**config.mk**
```make
export PLATFORM = sky130hd
export DESIGN_NAME = rtc_bus_scheduler
export DESIGN_NICKNAME = d
export VERILOG_FILES = /design/src/rtl/rtc_bus_scheduler.sv
export SDC_FILE = /design/constraint.sdc
export NUM_CORES = 1
export LEC_CHECK = 0
export BUFFER_PORTS_ARGS = -buffer_cell sky130_fd_sc_hd__buf_2
export CAP_MARGIN = 20
export CORE_ASPECT_RATIO = 2
export CORE_MARGIN = 5
export CORE_UTILIZATION = 45
export CTS_BUF_LIST = sky130_fd_sc_hd__clkbuf_4 sky130_fd_sc_hd__clkbuf_8
export CTS_CLUSTER_DIAMETER = 30
export DETAILED_ROUTE_END_ITERATION = 7
export GPL_TIMING_DRIVEN = 0
export PLACE_DENSITY_LB_ADDON = 0.2
export SYNTH_ARGS = -nofsm -noshare
export SYNTH_HDL_FRONTEND = slang
export SYNTH_SLANG_ARGS = --single-unit
```
**constraint.sdc**
```tcl
create_clock -name clk -period 3.45 [get_ports clk]
set_input_delay 0.5175 -clock clk [delete_from_list [all_inputs] [get_ports clk]]
set_output_delay 0.5175 -clock clk [all_outputs]
set_load 0.01 [all_outputs]
```
**src/rtl/rtc_bus_scheduler.sv**
```systemverilog
// rtl/rtc_bus_scheduler.sv - RTC multiplexed bus owner arbitrating adjust writes and the periodic time read sweep
// Every bus access is an address phase and a data phase, each followed by a fixed-length strobe-high interval.
module rtc_bus_scheduler #(
  parameter int T_PULSE   = 10,
  parameter int T_REFRESH = 100000
) (
  input  logic       clk,
  input  logic       rst,
  input  logic       wr_req,
  input  logic [7:0] wr_addr,
  input  logic [7:0] wr_data,
  output logic       wr_ack,
  output logic       rd_valid,
  output logic [7:0] rd_addr,
  output logic [7:0] rd_data,
  output logic       busy,
  output logic       cs_n,
  output logic       rd_n,
  output logic       wr_n,
  output logic       a_d,
  output logic [7:0] ad_out,
  output logic       ad_oe,
  input  logic [7:0] ad_in
);

  localparam int PW = (T_PULSE > 1) ? $clog2(T_PULSE) : 1;
  localparam int RW = (T_REFRESH > 1) ? $clog2(T_REFRESH) : 1;
  localparam logic [PW-1:0] PHASE_LAST = PW'(T_PULSE - 1);
  localparam logic [RW-1:0] REF_LAST   = RW'(T_REFRESH - 1);
  localparam logic [7:0]    SWEEP_BASE = 8'h21;

  typedef enum logic [2:0] {S_IDLE, S_ADR, S_GAP, S_DAT, S_REC} state_t;

  state_t        state;
  logic [PW-1:0] phase;
  logic [RW-1:0] ref_cnt;
  logic          ref_pend;
  logic          wp_valid;
  logic [7:0]    wp_addr;
  logic [7:0]    wp_data;
  logic          act_wr;
  logic [7:0]    act_addr;
  logic [7:0]    act_data;
  logic [1:0]    sweep_idx;

  logic phase_last;
  logic ref_wrap;
  logic start;

  assign phase_last = (phase == PHASE_LAST);
  assign ref_wrap   = (ref_cnt == REF_LAST);
  assign start      = (state == S_IDLE) && (wp_valid || ref_pend);

  always_ff @(posedge clk or posedge rst) begin
    if (rst) begin
      state     <= S_IDLE;
      phase     <= '0;
      ref_cnt   <= '0;
      ref_pend  <= 1'b1;
      wp_valid  <= 1'b0;
      wp_addr   <= 8'h00;
      wp_data   <= 8'h00;
      act_wr    <= 1'b0;
      act_addr  <= 8'h00;
      act_data  <= 8'h00;
      sweep_idx <= 2'd0;
      wr_ack    <= 1'b0;
      rd_valid  <= 1'b0;
      rd_addr   <= 8'h00;
      rd_data   <= 8'h00;
      busy      <= 1'b0;
      cs_n      <= 1'b1;
      rd_n      <= 1'b1;
      wr_n      <= 1'b1;
      a_d       <= 1'b1;
      ad_out    <= 8'h00;
      ad_oe     <= 1'b0;
    end else begin
      rd_valid <= 1'b0;
      wr_ack   <= 1'b0;
      ref_cnt  <= ref_wrap ? '0 : ref_cnt + 1'b1;

      // A wrap while a sweep is still owed is simply absorbed.
      if (ref_wrap) begin
        ref_pend <= 1'b1;
      end else if (start && !wp_valid) begin
        ref_pend <= 1'b0;
      end

      // Last strobe wins; a strobe coinciding with a grant becomes the next pending entry.
      if (wr_req) begin
        wp_valid <= 1'b1;
        wp_addr  <= wr_addr;
        wp_data  <= wr_data;
      end else if (start && wp_valid) begin
        wp_valid <= 1'b0;
      end

      if (state != S_IDLE) begin
        phase <= phase_last ? '0 : phase + 1'b1;
      end

      unique case (state)
        S_IDLE: begin
          if (start) begin
            state     <= S_ADR;
            busy      <= 1'b1;
            cs_n      <= 1'b0;
            wr_n      <= 1'b0;
            a_d       <= 1'b0;
            ad_oe     <= 1'b1;
            act_wr    <= wp_valid;
            act_addr  <= wp_valid ? wp_addr : SWEEP_BASE;
            act_data  <= wp_data;
            ad_out    <= wp_valid ? wp_addr : SWEEP_BASE;
            sweep_idx <= 2'd0;
          end
        end
        S_ADR: begin
          if (phase_last) begin
            state <= S_GAP;
            cs_n  <= 1'b1;
            wr_n  <= 1'b1;
            ad_oe <= 1'b0;
            a_d   <= 1'b1;
          end
        end
        S_GAP: begin
          if (phase_last) begin
            state <= S_DAT;
            cs_n  <= 1'b0;
            if (act_wr) begin
              wr_n   <= 1'b0;
              ad_oe  <= 1'b1;
              ad_out <= act_data;
            end else begin
              rd_n <= 1'b0;
            end
          end
        end
        S_DAT: begin
          if (phase_last) begin
            state <= S_REC;
            cs_n  <= 1'b1;
            rd_n  <= 1'b1;
            wr_n  <= 1'b1;
            ad_oe <= 1'b0;
            if (act_wr) begin
              wr_ack <= 1'b1;
            end else begin
              rd_valid <= 1'b1;
              rd_addr  <= act_addr;
              rd_data  <= ad_in;
            end
          end
        end
        S_REC: begin
          if (phase_last) begin
            // A sweep chains its three reads without returning to IDLE, so no write can cut in.
            if (!act_wr && sweep_idx != 2'd2) begin
              state     <= S_ADR;
              sweep_idx <= sweep_idx + 2'd1;
              act_addr  <= act_addr + 8'd1;
              ad_out    <= act_addr + 8'd1;
              cs_n      <= 1'b0;
              wr_n      <= 1'b0;
              a_d       <= 1'b0;
              ad_oe     <= 1'b1;
            end else begin
              state     <= S_IDLE;
              busy      <= 1'b0;
              sweep_idx <= 2'd0;
            end
          end
        end
        default: state <= S_IDLE;
      endcase
    end
  end

endmodule
```
### Word-level counts from Yosys, hierarchy flattened

Cells that the tools add are included.

| word-level totals | value |
|---|---|
| word-level logic and storage cells | 125 |
| bits in registers | 93 |
| input port bits | 27 |

| operators by class | value |
|---|---|
| mux-type cells | 53 |
| $add $sub $neg | 4 |
| bitwise gates (word level) | 1 |
| reduce and logical (&&, ||, !) cells | 28 |
| eq/ne operators | 17 |

Operators by type and width:

| operator | number |
|---|---|
| 2-to-1 mux 8 bit | 6 |
| 2-to-1 mux 1 bit | 27 |
| case mux 8 bit (3 select lines) | 1 |
| inequality test 2 bit (second input constant) | 10 |
| adder 17 x 1 -> 17 bit (second input constant) | 1 |
| == test 17 bit (second input constant) | 1 |
| 2-to-1 mux 17 bit | 1 |
| case mux 8 bit (2 select lines) | 1 |
| 2-to-1 mux 3 bit | 5 |
| case mux 3 bit (5 select lines) | 1 |
| case mux 1 bit (4 select lines) | 3 |
| AND reduction 4 bit | 3 |
| AND reduction 6 bit | 2 |
| AND reduction 5 bit | 2 |
| nonzero test 3 bit | 3 |
| adder 8 x 1 -> 8 bit (second input constant) | 1 |
| nonzero test 2 bit | 4 |
| AND reduction 7 bit | 1 |
| == test 3 x 2 -> 1 bit (second input constant) | 2 |
| 2-to-1 mux 2 bit | 3 |
| AND reduction 3 bit | 2 |
| adder 4 x 1 -> 4 bit (second input constant) | 1 |
| == test 4 bit (second input constant) | 1 |
| logical AND 1 bit | 4 |
| other kinds (15) | 17 |

### Logic depth before layout (Yosys ltp)

| depth | value |
|---|---|
| depth in word-level cells | 5 |
| mapped depth | 8 |
| mapped depth without buffers | 7 |

### Least setup slack after synthesis

No wires, ideal clock.

| timing | value |
|---|---|
| kind | register -> register |
| from | reg state[0] |
| to | reg act_wr |
| period minus slack after synthesis | 1.720 ns |
| data required time | 3.322 ns |
| setup time | 0.128 ns |
| cell stages (with the launch flop) | 7 |
| arrival time | 1.592 ns |
| setup slack | 1.730 ns |
| cells stage by stage | dfrtp_1 > buf_6 > or3_1 > clkbuf_1 > nor2_1 > buf_4 > mux2_1 |

| on the way | value |
|---|---|
| word-level cells in the longest chain between the ends | 3 |

RTL lines:

| what | line | text |
|---|---|---|
| from (decl) | 34 | `state_t state;` |
| from (signal assigned) | 56 | `state <= S_IDLE;` |
| from (signal assigned) | 106 | `state <= S_ADR;` |
| from (signal assigned) | 121 | `state <= S_GAP;` |
| logical NOT 3 bit (*) | 52, 103 |  |
| logical AND 1 bit | 52 | `assign start = (state == S_IDLE) && (wp_valid \|\| ref_pend);` |
| AND reduction 2 bit (no source line) (*) | - |  |
| to (signal assigned) | 112 | `act_wr <= wp_valid;` |
| to (decl) | 41 | `logic act_wr;` |

Every way passes the cells marked *; elsewhere a longest branch is shown, timed or not.
A chain may end at the register's enable or synchronous reset.

### Final worst setup path

| timing | value |
|---|---|
| from | reg state[0] |
| to | reg ad_out[0] |

| on the way | value |
|---|---|
| word-level cells in the longest chain between the ends | 4 |
| elaborated cells on any way between the ends | 12 |
| those cells by class | eq/ne: 7; mux: 1; reduce/logical: 4 |

RTL lines:

| what | line | text |
|---|---|---|
| logical NOT 3 bit | 52, 103 |  |
| logical AND 1 bit | 52 |  |
| inequality test 2 bit (no source line) | - |  |
| AND reduction 6 bit (no source line) | - |  |
| to (signal assigned) | 115 | `ad_out <= wp_valid ? wp_addr : SWEEP_BASE;` |
| to (signal assigned) | 135 | `ad_out <= act_data;` |
| to (signal assigned) | 164 | `ad_out <= act_addr + 8'd1;` |
| to (decl) | 21 | `output logic [7:0] ad_out,` |

Parallel ways exist; a longest one is shown, timed or not.

==> flow_metrics.tcl <==
set metrics [dict create \
    status "complete, no violations" \
    vias 2935 \
    ir_drop_v 0.000302 \
    cts_tree "built" \
    cp.required_ns 3.68 \
    wl_per_cell_um 16.7 \
    num-nets-final 461 \
    drv_slew 0 \
    cts_setup_buffers 0 \
    synthesis.nets 392 \
    synth_top_area_frac 0.521 \
    syn_area_um2 4220 \
    p_per_area_nw_per_um2 690 \
    syn_area_per_cell_um2 11.7 \
    insertion_delay_ns 0.36 \
    synth_edf_count 0 \
    viasPerCell 5.45 \
    register_area_um2 2330 \
    grt_overflow 0 \
    numCtsBuffers 9 \
    setup_viol 0 \
    antenna_left 0 \
    grt_setup_unrepaired "false" \
    antenna_found_initial 0 \
    nFillCells 851 \
    internal_power_w 0.00221 \
    yosysMostFrequentCell "dfrtp_1" \
    start_util 0.456 \
    finalCritPeriodShare 0.629 \
    synthCells 362 \
    multi_input_area_um2 1770 \
    p_sw_frac 0.341 \
    hpwlAfterDp_um 6790 \
    clock-sinks 93 \
    cts.path.max_buffers 2 \
    async_flop_share 1.00 \
    dr.pass1.iters 4 \
    drc 0 \
    cts_max_level 3 \
    switchingPower_w 0.00114 \
    drive_gt1_frac 0.276 \
    ys_top_cells_by_count "dfrtp_1, nand2_1, nor2_1, mux2_1, mux2_2" \
    power_frac_seq 0.485 \
    cts_resized 0 \
    n_antenna_cell 0 \
    grt_usage 0.167 \
    hp-class "in -> async" \
    yosys_warnings 0 \
    slew-limit-headroom 0.614 \
    cp.arrival_ns 2.40 \
    crit_path_end_kind "register" \
    maxCapViolations 0 \
    grt_pass1_wl_um 15000 \
    worst_slew_pin_slew_ns 0.577 \
    critPathMaxFanout 10 \
    ys_ff_latch 93 \
    finClkSkew_ns 0.0107 \
    cts_hold_buf 0 \
    grt_pass1_vias 3061 \
    num_rows 50 \
    design_area_um2 4840 \
    coreArea_um2 9260 \
    clock_power_share 0.198 \
    grt_max_degree 70 \
    utilization 0.523 \
    die_width_um 78.5 \
    min_period_ns 2.17 \
    first_iter_violations 96 \
    clockRootBuffer "clkbuf_8" \
    p_leak_nw 2.25 \
    netlist_top_cells_area "dfrtp_1, mux2_1, mux2_2" \
    place_congestion 0.823 \
    clk_pin_slew_ns 0.09 \
    fin_tns_setup_ns 0 \
    fmax_mhz 461 \
    dieArea_um2 11500 \
    pre_cts_slack_ns 1.28 \
    port_buffers 57 \
    dpl_cell_area_um2 4670 \
    yosysTopAreaCell "dfrtp_1" \
    totalWireLength_um 9020 \
    startpoint_type "register" \
    ys_types 61 \
    fin_ws_ns 1.28 \
    ys.flop_type "dfrtp_1" \
    die_y_um 147 \
    p_total_w 0.00334 \
    yosysSeqAreaShare 0.553 \
    criticalPathCategory "reg -> reg" \
    io_pins 59 \
    finalHoldViolCount 0 \
    comb_power_share 0.317 \
    synthToLayoutAreaGrowth_pct 14.7 \
]
-- power by group through the flow --
stage	clock network (W)	logic, W	registers [W]
floorplan	0	0.000691	0.00165
global placement	0	0.00104	0.00163
detailed placement	0	0.00107	0.00165
global route	0.000737	0.00118	0.00166
finish	0.000662	0.00106	0.00162
CTS	0.000688	0.00108	0.00163
-- per-stage QoR --
step / hold WS (ns) / std cells
final: 0.117 / 539
after global routing: 0.128 / 539
after CTS: 0.110 / 539
after detailed placement: 0.457 / 524
after global placement: 0.449 / 523
after floorplan: 0.446 / 362
-- worst paths after layout --
| path | from | to | slack (ns) | depth (start not counted) |
|---|---|---|---|---|
| min in group clk | ad_in[0] | rd_data[0] | 0.37 | 2 |
| setup / recovery | state[0] | ad_out[0] | 1.28 | 7 |
| hold / removal | rst | phase[1] | 0.12 | 2 |
| setup reg to reg | state[0] | ad_out[0] | 1.28 | 7 |
| hold reg to reg | rd_n | rd_n | 0.47 | 2 |
| max in group asynchronous | rst | wp_data[6] | 2.69 | 3 |
-- sequential cells by signal, summed over array words and instances, names as in the netlist, 2 cells and up --
register	count
ref_cnt	17
rd_data	8
sweep_idx	2
act_addr	8
state	3
rd_addr	8
phase	4
ad_out	8
wp_addr	8
act_data	8
wp_data	8
-- layout make-up --
type / instances / area share
Inverter: 7 / 0.00594
Tap cell: 104 / 0.0269
Sequential cell: 93 / 0.482
Buffer: 17 / 0.0199
Timing Repair Buffer: 58 / 0.0646
Multi-Input combinational cell: 245 / 0.365
Clock inverter: 2 / 0.00207
Clock buffer: 13 / 0.0343
-- critical path, stage by stage (launching register included) --
cell and delay [ns]:
dfrtp_1 0.38, buf_6 0.13, nor2_1 0.20, and2_1 0.27, buf_1 0.43, nor2_1 0.08, a221oi_1 0.43, o21ai_1 0.11
-- per-layer routing --
layer,part of all wire,track usage,up-vias
li1,-,-,1413
met1,0.36,0.176,1437
met2,0.58,0.310,68
met3,0.039,0.0411,17
met4,0.024,0.0674,0
met5,0,0,-
-- layout by cell type, fill, tap and decap left out, types with 4 or more instances in the layout --
| cell type | count |
|---|---|
| dfrtp_1 | 88 |
| nor2_1 | 28 |
| xor2_1 | 9 |
| clkbuf_8 | 11 |
| dfstp_2 | 5 |
| o21ai_0 | 9 |
| nand3_1 | 15 |
| and3_1 | 4 |
| a221oi_1 | 6 |
| a21oi_1 | 7 |
| nor3_1 | 5 |
| xnor2_1 | 13 |
| a21o_1 | 6 |
| clkbuf_1 | 6 |
| nor2b_1 | 5 |
| mux2_1 | 25 |
| nand2b_1 | 4 |
| inv_1 | 6 |
| o21ai_1 | 8 |
| nand2_1 | 33 |
| buf_2 | 62 |
| mux2_2 | 18 |
-- cells by family after synthesis --
group	Yosys count	share of synthesized area
buffers and inverters	24	0.0290
muxes	44	0.117
adders and majority gates	3	0.00889
DFF	93	0.553
xor gates and xnor gates	22	0.0456
and+or+nand+nor	123	0.157
AOI/OAI and AO/OA	53	0.0901
Power figures use the tool's default switching activity.
